==> config.mk <==
export PLATFORM = sky130hd
export DESIGN_NAME = alu_seq
export DESIGN_NICKNAME = d
export VERILOG_FILES = /design/src/rtl/alu_seq.sv
export SDC_FILE = /design/constraint.sdc
export NUM_CORES = 1
export LEC_CHECK = 0
export CAP_MARGIN = 25
export CORE_MARGIN = 5
export CORE_UTILIZATION = 59
export DETAILED_ROUTE_END_ITERATION = 8
export GPL_ROUTABILITY_DRIVEN = 0
export PLACE_DENSITY = 0.93
export SLEW_MARGIN = 20
export SYNTH_ARGS = -nofsm -noshare
export SYNTH_HDL_FRONTEND = slang
export SYNTH_SLANG_ARGS = --single-unit
==> constraint.sdc <==
create_clock -name i_clk -period 3.9 [get_ports i_clk]
set_input_delay 0.78 -clock i_clk [delete_from_list [all_inputs] [get_ports i_clk]]
set_output_delay 0.78 -clock i_clk [all_outputs]
set_load 0.01 [all_outputs]
==> src/rtl/alu_seq.sv <==
// alu_seq: registered ALU with single-cycle logic/add/shift operations
// and a multi-cycle shift-add unsigned multiplier.
module alu_seq #(
  parameter int DATA_WIDTH = 8
) (
  input  logic                  i_clk,
  input  logic                  i_rst_n,
  input  logic                  i_start,
  input  logic [2:0]            i_op,
  input  logic [DATA_WIDTH-1:0] i_val_a,
  input  logic [DATA_WIDTH-1:0] i_val_b,
  input  logic                  i_carry,
  output logic                  o_busy,
  output logic                  o_done,
  output logic [DATA_WIDTH-1:0] o_result,
  output logic                  o_carry,
  output logic                  o_zero,
  output logic                  o_neg,
  output logic                  o_ovf
);

  localparam int W  = DATA_WIDTH;
  localparam int CW = $clog2(DATA_WIDTH + 1);

  localparam logic [2:0] OP_ADD = 3'd0;
  localparam logic [2:0] OP_SUB = 3'd1;
  localparam logic [2:0] OP_AND = 3'd2;
  localparam logic [2:0] OP_OR  = 3'd3;
  localparam logic [2:0] OP_XOR = 3'd4;
  localparam logic [2:0] OP_SHL = 3'd5;
  localparam logic [2:0] OP_SHR = 3'd6;
  localparam logic [2:0] OP_MUL = 3'd7;

  typedef enum logic {ST_IDLE, ST_MUL} state_t;

  state_t          state_reg;
  logic            busy_reg;
  logic            done_reg;
  logic [W-1:0]    result_reg;
  logic            carry_reg;
  logic            zero_reg;
  logic            neg_reg;
  logic            ovf_reg;

  // Multiplier datapath: multiplicand shifts left, multiplier shifts right
  logic [2*W-1:0]  mcand_reg;
  logic [2*W-1:0]  acc_reg;
  logic [W-1:0]    mplier_reg;
  logic [CW-1:0]   count_reg;

  logic [W-1:0]    b_eff;
  logic [W:0]      sum_full;
  logic [W-1:0]    res_next;
  logic            carry_next;
  logic            ovf_next;
  logic [2*W-1:0]  addend;
  logic [2*W-1:0]  acc_next;

  // Single-cycle ALU result and flags; SUB is A + ~B + cin at full width
  always_comb begin
    b_eff      = (i_op == OP_SUB) ? ~i_val_b : i_val_b;
    sum_full   = {1'b0, i_val_a} + {1'b0, b_eff} + {{W{1'b0}}, i_carry};
    res_next   = '0;
    carry_next = 1'b0;
    ovf_next   = 1'b0;
    case (i_op)
      OP_ADD, OP_SUB: begin
        res_next   = sum_full[W-1:0];
        carry_next = sum_full[W];
        ovf_next   = (i_val_a[W-1] == b_eff[W-1]) && (sum_full[W-1] != i_val_a[W-1]);
      end
      OP_AND: res_next = i_val_a & i_val_b;
      OP_OR:  res_next = i_val_a | i_val_b;
      OP_XOR: res_next = i_val_a ^ i_val_b;
      OP_SHL: begin
        res_next   = {i_val_a[W-2:0], i_carry};
        carry_next = i_val_a[W-1];
      end
      OP_SHR: begin
        res_next   = {i_carry, i_val_a[W-1:1]};
        carry_next = i_val_a[0];
      end
      default: ;  // MUL result comes from the sequential datapath
    endcase
  end

  // Partial product: multiplicand gated by the current multiplier LSB
  genvar gi;
  generate
    for (gi = 0; gi < 2*W; gi++) begin : g_pp
      assign addend[gi] = mcand_reg[gi] & mplier_reg[0];
    end
  endgenerate

  assign acc_next = acc_reg + addend;

  // Control FSM with registered result, flags and handshake outputs
  always_ff @(posedge i_clk or negedge i_rst_n) begin
    if (!i_rst_n) begin
      state_reg  <= ST_IDLE;
      busy_reg   <= 1'b0;
      done_reg   <= 1'b0;
      result_reg <= '0;
      carry_reg  <= 1'b0;
      zero_reg   <= 1'b0;
      neg_reg    <= 1'b0;
      ovf_reg    <= 1'b0;
      mcand_reg  <= '0;
      acc_reg    <= '0;
      mplier_reg <= '0;
      count_reg  <= '0;
    end else begin
      done_reg <= 1'b0;
      case (state_reg)
        ST_IDLE: begin
          if (i_start) begin
            if (i_op == OP_MUL) begin
              state_reg  <= ST_MUL;
              busy_reg   <= 1'b1;
              mcand_reg  <= {{W{1'b0}}, i_val_a};
              mplier_reg <= i_val_b;
              acc_reg    <= '0;
              count_reg  <= '0;
            end else begin
              result_reg <= res_next;
              carry_reg  <= carry_next;
              zero_reg   <= (res_next == '0);
              neg_reg    <= res_next[W-1];
              ovf_reg    <= ovf_next;
              done_reg   <= 1'b1;
            end
          end
        end
        ST_MUL: begin
          acc_reg    <= acc_next;
          mcand_reg  <= mcand_reg << 1;
          mplier_reg <= mplier_reg >> 1;
          count_reg  <= count_reg + CW'(1);
          // Last step: publish the full product straight from the adder
          if (count_reg == CW'(W - 1)) begin
            result_reg <= acc_next[W-1:0];
            carry_reg  <= |acc_next[2*W-1:W];
            zero_reg   <= (acc_next[W-1:0] == '0);
            neg_reg    <= acc_next[W-1];
            ovf_reg    <= 1'b0;
            done_reg   <= 1'b1;
            busy_reg   <= 1'b0;
            state_reg  <= ST_IDLE;
          end
        end
        default: state_reg <= ST_IDLE;
      endcase
    end
  end

  assign o_busy   = busy_reg;
  assign o_done   = done_reg;
  assign o_result = result_reg;
  assign o_carry  = carry_reg;
  assign o_zero   = zero_reg;
  assign o_neg    = neg_reg;
  assign o_ovf    = ovf_reg;

endmodule

# After elaboration in Yosys (flattened, before gate mapping)
# Cells that the tools add are included.
# W data, S select, Z words.
[totals]
reg_bits = 59
inputBits = 23
out_inout_bits = 14
elab_cells = 107
[classes]
n_addsub = 4
eq_ne = 14
n_mux = 47
bitwise = 21
n_reduce_logical = 9
[op_table]
columns = ["op", "count"]
rows = [
  ["$mux W16", 4],
  ["$pmux W16 S2", 2],
  ["$mux W8", 6],
  ["$pmux W8 S6", 1],
  ["$pmux W8 S2", 2],
  ["$mux W1", 21],
  ["$add A16 B16 Y16", 1],
  ["$and A1 B1 Y1", 16],
  ["$logic_not A8 Y1", 2],
  ["$pmux W1 S2", 7],
  ["$eq A3 B3 Y1 const B", 4],
  ["$add A8 B8 Y9", 1],
  ["$add A9 B1 Y9", 1],
  ["$and A8 B8 Y8", 1],
  ["$mux W4", 2],
  ["$not A8 Y8", 1],
  ["$or A8 B8 Y8", 1],
  ["$pmux W4 S2", 1],
  ["$reduce_or A8 Y1", 1],
  ["$xor A8 B8 Y8", 1],
  ["$eq A3 B2 Y1 const B", 2],
  ["$ne A2 B2 Y1 const B", 3],
  ["$reduce_and A3 Y1", 2],
  ["$add A4 B1 Y4 const B", 1],
  ["11 further kinds", 11],
]

# Longest topological paths before layout
# Gate-level depths: netlist of the first run.
[depth]
word_depth = 10
mapped_depth = 17

# Worst setup path after synthesis of the first run
# No wires, ideal clock.
[synth_timing]
kind = "input port to flip-flop"
startpoint = "input port i_op[2]"
endpoint = "register result_reg[6] (netlist: o_result[6])"
arrival_time_ns = 3.637
required_ns = 3.774
path_slack_ns = 0.137
cell_stages = 17
cell_sequence = "buf_6 -> buf_6 -> nor2_1 -> and2_1 -> buf_2 -> xnor2_1 -> fa_1 -> inv_1 -> fa_1 -> a21o_1 -> a21oi_1 -> o21bai_1 -> a21oi_1 -> xnor2_1 -> a21o_1 -> a221oi_1 -> nor2_1"
[synth_via]
elab_chain_len = 8
elab_cells_between_ends = 18
cone_classes = "add/sub (2); eq/ne (8); mux (5); reduce/logical (3)"
[synth_rtl]
columns = ["element", "line_no", "rtl"]
rows = [
  ["start, declared", "9", "input logic [2:0] i_op,"],
  ["$eq A3 B1 Y1", "61, 66", ""],
  ["$mux W8", "61", "b_eff = (i_op == OP_SUB) ? ~i_val_b : i_val_b;"],
  ["$add A8 B8 Y9", "62", "sum_full = {1'b0, i_val_a} + {1'b0, b_eff} + {{W{1'b0}}, i_carry};"],
  ["$add A9 B1 Y9", "62", ""],
  ["$pmux W8 S6", "66", "case (i_op)"],
  ["$mux W8", "117", "if (i_op == OP_MUL) begin"],
  ["$mux W8", "116", "if (i_start) begin"],
  ["$pmux W8 S2", "114", "case (state_reg)"],
  ["end signal, assigned", "125", "result_reg <= res_next;"],
  ["end signal, assigned", "141", "result_reg <= acc_next[W-1:0];"],
  ["end, declared", "39", "logic [W-1:0] result_reg;"],
]
# Parallel ways exist; a longest one is shown, timed or not. The select of a mux whose other input is x is not followed.
# A chain may end at the register's enable or synchronous reset.

# Worst setup path after layout of the first run
[layout_timing]
startpoint = "input port i_op[1]"
endpoint = "register result_reg[6] (netlist: o_result[6])"
# The elaborated chain is that of the path after synthesis.

==> results.sh, run 1 <==
export IMPL_cp_max_fo=2
export IMPL_end_kind="register"
export IMPL_holdWs_ns=0.485
export IMPL_cts_tree="yes"
export IMPL_hpwl_mm=8.52
export IMPL_synth_ff_type="dfrtp_1"
export IMPL_reg2reg_from="mplier_reg[0]"
export IMPL_status="finished, final reports clean"
export IMPL_timing_hold_worst_start="mplier_reg[1]"
export IMPL_grt_max_degree=63
export IMPL_ys_types=58
export IMPL_critPathKind="in2reg"
export IMPL_rrSetupSlack_ns=0.57
export IMPL_drc=0
export IMPL_startpoint_type="primary input"
export IMPL_maxCapViolCount=0
export IMPL_clkTransAtPathRegs_ns=0.07
export IMPL_clock_sinks=58
export IMPL_grt_pass1_vias=4122
export IMPL_drv_slew=0
export IMPL_yosysTopAreaCell="dfrtp_1"
export IMPL_netlist_instances=525
export IMPL_grt_pass1_wl_mm=19.9
export IMPL_diodes=0
export IMPL_fmax_ghz=0.278
export IMPL_fin_crit_sh=0.923
export IMPL_wl_mm=12.1
export IMPL_setup_viol=0
export IMPL_min_to="mplier_reg[0]"
export IMPL_num_io_pins=37
export IMPL_avgSynthCellArea_um2=8.40
export IMPL_drt_initial_drc_count=611
export IMPL_synthesis_nets=590
export IMPL_vdd_drop_max_mv=0.295
export IMPL_min_period_ns=3.60
export IMPL_syn2layout_area_growth_pct=13.5
export IMPL_clkLatencyLatePin_ns=0.34
export IMPL_nets=618
export IMPL_wl_per_cell_um=18.4
export IMPL_grt_util_all_layers=0.276
export IMPL_p_leak_uw=0.00233
export IMPL_critPathRequiredTime_ns=4.12
export IMPL_fp_dieW_um=96.5
export IMPL_numCtsBuffers=9
export IMPL_reg2reg_depth=11
export IMPL_syn_cell_area_um2=4410
export IMPL_cts_resized=0
export IMPL_synthDominantCellAreaShare=0.329
export IMPL_finClkSkew_ns=0.0130
export IMPL_hold_viol=0
export IMPL_clock_path_buffers=2
export IMPL_rows=31
export IMPL_dr_pass1_iters=7
export IMPL_core_area_um2=7250
export IMPL_tns_ns=0
export IMPL_yosysSeqAreaShare=0.329
export IMPL_vias_per_cell=6.40
export IMPL_port_buffers=36
export IMPL_powerDensity_nw_per_um2=564
export IMPL_synthArstFlopShare=1.00
export IMPL_antenna_found_initial=0
export IMPL_timing_rr_end="o_carry"
export IMPL_die_area_um2=9310
export IMPL_yosys_top_cells_area="dfrtp_1 (33%), ha_1 (11%), nand2_1 (7.0%), xnor2_1 (5.0%), o21ai_0 (4.8%)"
export IMPL_cts_setup_buffers=0
export IMPL_gr_total_overflow=0
export IMPL_vias=4205
export IMPL_die_height_um=96.5
export IMPL_cts_root_buf="clkbuf_8"
export IMPL_slew_headroom=0.374
export IMPL_hold_path_class="reg2reg"
export IMPL_synth_ff_latch_count=58
export IMPL_yosysWarnings=0
export IMPL_start_util=0.608
export IMPL_tightest_slew_ns=0.939
export IMPL_drtAntennaViolNets=0
export IMPL_synth_edf_count=0
export IMPL_hold_buffers=0
export IMPL_drive_gt1_frac=0.0663
export IMPL_min_path_cells=2
export IMPL_stdcell_count=657
export IMPL_grt_setup_unrepaired="no"
export IMPL_cts_max_level=3
export IMPL_arrival_ns=3.82
export IMPL_dp_cells=641
==> Yosys cell counts, types with 3 or more instances <==
cell and instances:
o211ai_1 10, nor3_1 5, ha_1 39, nand3b_1 3
a21oi_1 41, o21bai_1 6, a221oi_1 4, nor2_1 38
buf_6 3, and2_1 17, o221ai_1 3, clkbuf_1 18
inv_1 31, a21o_1 7, o21ai_0 42, xnor2_1 25
a22o_1 3, fa_1 3, nand4_1 4, nand2_1 82
dfrtp_1 58, a31oi_1 6, buf_2 3, or3_1 3
nor2b_1 3, mux2i_1 10, nand3_1 9, nand2b_1 4
xor2_1 3, o21a_1 5
==> per-stage QoR <==
stage	worst slack [ns]	util	cell area, µm²	power (µW)
after floorplan	0.137	-	4410	1820
after global placement	0.169	0.665	4820	2140
after detailed placement	0.0368	0.665	4820	2220
after CTS	0.355	0.690	5010	2790
after global routing	0.172	0.690	5010	3000
final	0.300	0.690	5010	2820
==> worst max-delay path, stage by stage <==
cell and delay [ns]:
clkdlybuf4s50_1 0.42, nor2_1 0.14, and2_1 0.19, xnor2_1 0.15, fa_1 0.24, inv_1 0.06, fa_1 0.40, a21o_1 0.18
a21oi_1 0.27, o21bai_1 0.11, a21oi_1 0.24, xnor2_1 0.10, a21o_1 0.20, a221oi_1 0.25, nor2_1 0.07
==> how the worst max path moves through the flow <==
stage	start	to	slack [ns]	cells past startpoint
6_report	i_op[1]	o_result[6]	0.30	15
5_1_grt	i_op[1]	o_result[6]	0.17	15
4_1_cts	i_op[1]	o_result[6]	0.35	15
3_5_place_dp	i_op[1]	o_result[6]	0.04	15
3_3_place_gp	i_op[1]	o_result[6]	0.17	15
2_1_floorplan	i_op[2]	o_result[6]	0.14	17
==> power by group <==
group / switching, µW / internal [µW] / leakage (µW)
sequential: 259 / 831 / 0.000761
clock: 266 / 293 / 0.0000893
combinational: 658 / 515 / 0.00148
total: 1180 / 1640 / 0.00233
==> cell usage in the layout, fill, tap and decap left out, types with 3 or more instances in the layout <==
| cell type | synthesis | layout |
|---|---|---|
| ha_1 | 39 | 39 |
| o211ai_1 | 10 | 10 |
| a221oi_1 | 4 | 4 |
| o221ai_1 | 3 | 3 |
| inv_1 | 31 | 31 |
| nand4_1 | 4 | 4 |
| a31oi_1 | 6 | 6 |
| o21a_1 | 5 | 5 |
| nor2_1 | 38 | 38 |
| nand2b_1 | 4 | 4 |
| xnor2_1 | 25 | 25 |
| a21oi_1 | 41 | 41 |
| nor2b_1 | 3 | 3 |
| a21o_1 | 7 | 7 |
| nand3_1 | 9 | 9 |
| nor3_1 | 5 | 5 |
| nand3b_1 | 3 | 3 |
| xor2_1 | 3 | 3 |
| clkbuf_8 | 0 | 9 |
| nand2_1 | 82 | 82 |
| or3_1 | 3 | 3 |
| fa_1 | 3 | 3 |
| buf_4 | 1 | 8 |
| a22o_1 | 3 | 3 |
| dfrtp_1 | 58 | 57 |
| o21bai_1 | 6 | 6 |
| clkdlybuf4s50_1 | 0 | 35 |
| mux2i_1 | 10 | 10 |
| and2_1 | 17 | 17 |
| o21ai_0 | 42 | 42 |
==> metal layers <==
layer | vias up | routed length [µm] | part of all wire | track usage
li1 | 1886 | - | - | -
met1 | 1997 | 4760 | 0.39 | 0.349
met2 | 257 | 5630 | 0.47 | 0.448
met3 | 65 | 1070 | 0.089 | 0.0542
met4 | 0 | 597 | 0.049 | 0.140
met5 | - | 0 | 0 | 0
==> area by class of cell <==
type | instances | area (µm²)
sequential | 58 | 1450
inverter | 31 | 116
multi-input combinational | 409 | 2710
fill | 537 | 2250
clock inverter | 5 | 55.1
clock buffer | 11 | 131
tap | 99 | 124
timing repair buffer | 44 | 415
==> kinds of logic after synthesis <==
family,after synthesis,share of synthesized area
AND/OR/NAND/NOR,175,0.180
AO/OA/AOI/OAI,151,0.225
buffers and inverters,58,0.0562
flip-flops,58,0.329
adder cells (fa/ha/maj),42,0.124
XOR/XNOR,28,0.0556
multiplexers,13,0.0303
Power figures use the tool's default switching activity.
==> run 2: changes to the inputs <==
- ABC_AREA: default -> 1
- CORE_ASPECT_RATIO: default -> 0.8
- CORE_UTILIZATION: 59 -> 54
- PLACE_DENSITY: 0.93 -> 0.9
- clock period: 3.9 -> 3.1 ns (I/O delays scaled with it)
==> run 2 against run 1 <==
Global-route usage down 2.6 points. Highest routed layer unchanged. Clock-buffer cell count down 2. Clock power up 58%. Critical path depth unchanged. Final cell count up 25%. Flip-flop and latch count unchanged. Total power up 81%. Largest cell class unchanged. Via count up 10%. Synthesized cell count up 26%. Wire length up 3.6%. Hold slack worse by 0.086 ns. Combinational power up 140%.
==> results.sh, run 2 <==
export IMPL_fp_dieW_um=112
export IMPL_status="finished, final reports clean"
export IMPL_dp_cells=807
export IMPL_wl_mm=12.5
export IMPL_grt_util_all_layers=0.250
export IMPL_netlist_instances=661
export IMPL_clkLatencyLatePin_ns=0.36
export IMPL_dr_pass1_iters=6
export IMPL_fin_crit_sh=0.934
export IMPL_hold_path_class="in2async"
export IMPL_startpoint_type="primary input"
export IMPL_tightest_slew_ns=0.727
export IMPL_syn2layout_area_growth_pct=17.7
export IMPL_maxCapViolCount=0
export IMPL_ys_types=37
export IMPL_clock_sinks=58
export IMPL_holdWs_ns=0.399
export IMPL_drt_initial_drc_count=595
export IMPL_critPathKind="in2reg"
export IMPL_min_period_ns=2.89
export IMPL_grt_pass1_vias=4476
export IMPL_cts_resized=0
export IMPL_cp_max_fo=2
export IMPL_p_leak_uw=0.00291
export IMPL_num_io_pins=37
export IMPL_cts_max_level=3
export IMPL_final_cell_mix="nand2_1 (210), inv_1 (109), dfrtp_1 (58)"
export IMPL_synthesis_nets=726
export IMPL_yosysMostFrequentCell="nand2_1"
export IMPL_synth_compound_area_frac=0.114
export IMPL_synth_ff_latch_count=58
export IMPL_internal_power_uw=2760
export IMPL_switching_share=0.461
export IMPL_placed_area_um2=5090
export IMPL_vias_per_cell=5.64
export IMPL_fin_util=0.663
export IMPL_hpwl_mm=9.60
export IMPL_ys_top_cells_by_count="nand2_1 (210), inv_1 (109), dfrtp_1 (58), nor2_1 (44), ha_1 (39)"
export IMPL_setup_viol=0
export IMPL_rows=29
export IMPL_yosysWarnings=0
export IMPL_critPathRequiredTime_ns=3.38
export IMPL_grt_setup_unrepaired="no"
export IMPL_vias=4642
export IMPL_cts_setup_buffers=0
export IMPL_wl_per_cell_um=15.2
export IMPL_synthSimpleGateAreaFrac=0.301
export IMPL_yosys_top_cells_area="dfrtp_1 (32%), nand2_1 (17%), ha_1 (11%), inv_1 (9.0%), nand3_1 (4.1%)"
export IMPL_yosysSeqAreaShare=0.320
export IMPL_core_area_um2=8060
export IMPL_die_area_um2=10300
export IMPL_syn_cell_area_um2=4540
export IMPL_vdd_drop_max_mv=0.432
export IMPL_seqPwrFrac=0.281
export IMPL_drv_slew=0
export IMPL_end_kind="register"
export IMPL_start_util=0.563
export IMPL_die_height_um=92.0
export IMPL_synth_xor_area_share=0.0328
export IMPL_drc=0
export IMPL_stdcell_count=823
export IMPL_diodes=0
export IMPL_powerDensity_nw_per_um2=960
export IMPL_comb_power_share=0.547
export IMPL_grt_pass1_wl_mm=20.9
export IMPL_clkTransAtPathRegs_ns=0.07
export IMPL_synth_fa_ha_area_frac=0.121
export IMPL_synth_edf_count=0
export IMPL_yosysTopAreaCell="dfrtp_1"
export IMPL_cts_tree="yes"
export IMPL_antenna_found_initial=0
export IMPL_slew_headroom=0.515
export IMPL_fillers=628
export IMPL_synthArstFlopShare=1.00
export IMPL_drive_gt1_frac=0.0755
export IMPL_hold_viol=0
export IMPL_port_buffers=36
export IMPL_avgSynthCellArea_um2=6.86
export IMPL_finClkSkew_ns=0.0108
export IMPL_synthDominantCellAreaShare=0.320
export IMPL_power_switching_uw=2360
export IMPL_drtAntennaViolNets=0
export IMPL_arrival_ns=3.17
export IMPL_hold_buffers=0
export IMPL_cts_root_buf="clkbuf_8"
export IMPL_clock_path_buffers=2
export IMPL_final_area_um2=5340
export IMPL_clkPwrFrac=0.173
export IMPL_final_common_cell="nand2_1"
export IMPL_synth_ff_type="dfrtp_1"
export IMPL_grt_max_degree=59
export IMPL_synthMuxAreaShare=0
export IMPL_nets=775
export IMPL_numCtsBuffers=9
export IMPL_fmax_ghz=0.345
export IMPL_synth_top_family_by_area="simple AND/OR/NAND/NOR gates"
export IMPL_gr_total_overflow=0
==> run 2: changes by cell type in the layout (fill, tap and decap cells not counted), moves of 11 or more <==
cell and change:
a21oi_1 -11, and2_1 -15, inv_1 +78, nand2_1 +128, nand3_1 +28, o21ai_0 -21
o22ai_1 +23, xnor2_1 -22, xor2_1 +11
==> run 2: stage by stage <==
| step | setup WS (ns) | setup TNS (ns) | power [µW] |
|---|---|---|---|
| floorplan | 0.401 | 0 | 3310 |
| detailed placement | -0.129 | -0.179 | 4150 |
| CTS | 0.224 | 0 | 5070 |
| finish | 0.205 | 0 | 5120 |
| global placement | 0.0209 | 0 | 4000 |
| global route | 0.0380 | 0 | 5530 |
==> run 2: final cells by class <==
| type | count | area, µm² | area share |
|---|---|---|---|
| Clock buffer | 9 | 124 | 0.0232 |
| Clock inverter | 7 | 125 | 0.0234 |
| Inverter | 114 | 430 | 0.0806 |
| Multi-Input combinational cell | 473 | 2580 | 0.484 |
| Sequential cell | 58 | 1450 | 0.272 |
| Tap cell | 108 | 135 | 0.0253 |
| Timing Repair Buffer | 54 | 490 | 0.0919 |
==> run 2: cell families after synthesis <==
family	Yosys count
and+or+nand+nor	324
buffers and inverters	130
AOI/OAI and AO/OA	90
DFF	58
adders and majority gates	42
xor gates and xnor gates	17
==> run 2: path summary, 6_finish.rpt <==
| kind | startpoint | to | slack, ns | depth (start not counted) |
|---|---|---|---|---|
| setup reg to reg | mplier_reg[0] | o_carry | 0.48 | 14 |
| max in group asynchronous | i_rst_n | o_busy | 2.21 | 2 |
| hold reg to reg | acc_reg[6] | acc_reg[6] | 0.50 | 2 |
| hold / removal | i_rst_n | o_result[6] | 0.40 | 2 |
| min in group i_clk | acc_reg[6] | acc_reg[6] | 0.50 | 2 |
| setup / recovery | i_op[0] | o_zero | 0.21 | 15 |
==> run 2: power groups by stage <==
| stage | logic [µW] | registers (µW) | clock network, µW |
|---|---|---|---|
| after detailed placement | 2710 | 1440 | 0 |
| after floorplan | 1950 | 1360 | 0 |
| after global routing | 3130 | 1480 | 924 |
| after global placement | 2590 | 1410 | 0 |
| after CTS | 2750 | 1430 | 889 |
| final | 2800 | 1440 | 885 |
==> run 2: worst max-delay path: stages <==
cell and delay [ns]:
clkdlybuf4s50_1 0.49, inv_2 0.06, nor2_4 0.12, nand2_4 0.06
xor2_1 0.15, fa_1 0.42, inv_1 0.12, fa_2 0.44
nand2_1 0.08, nand3_1 0.07, nor2_1 0.15, nand2_1 0.07
nor2_1 0.11, nand3_1 0.07, a21oi_1 0.14
==> run 2: metal layers <==
| layer | GRT usage | share of wire |
|---|---|---|
| met5 | 0 | 0 |
| met2 | 0.385 | 0.45 |
| met1 | 0.334 | 0.42 |
| met4 | 0.103 | 0.027 |
| met3 | 0.0671 | 0.11 |
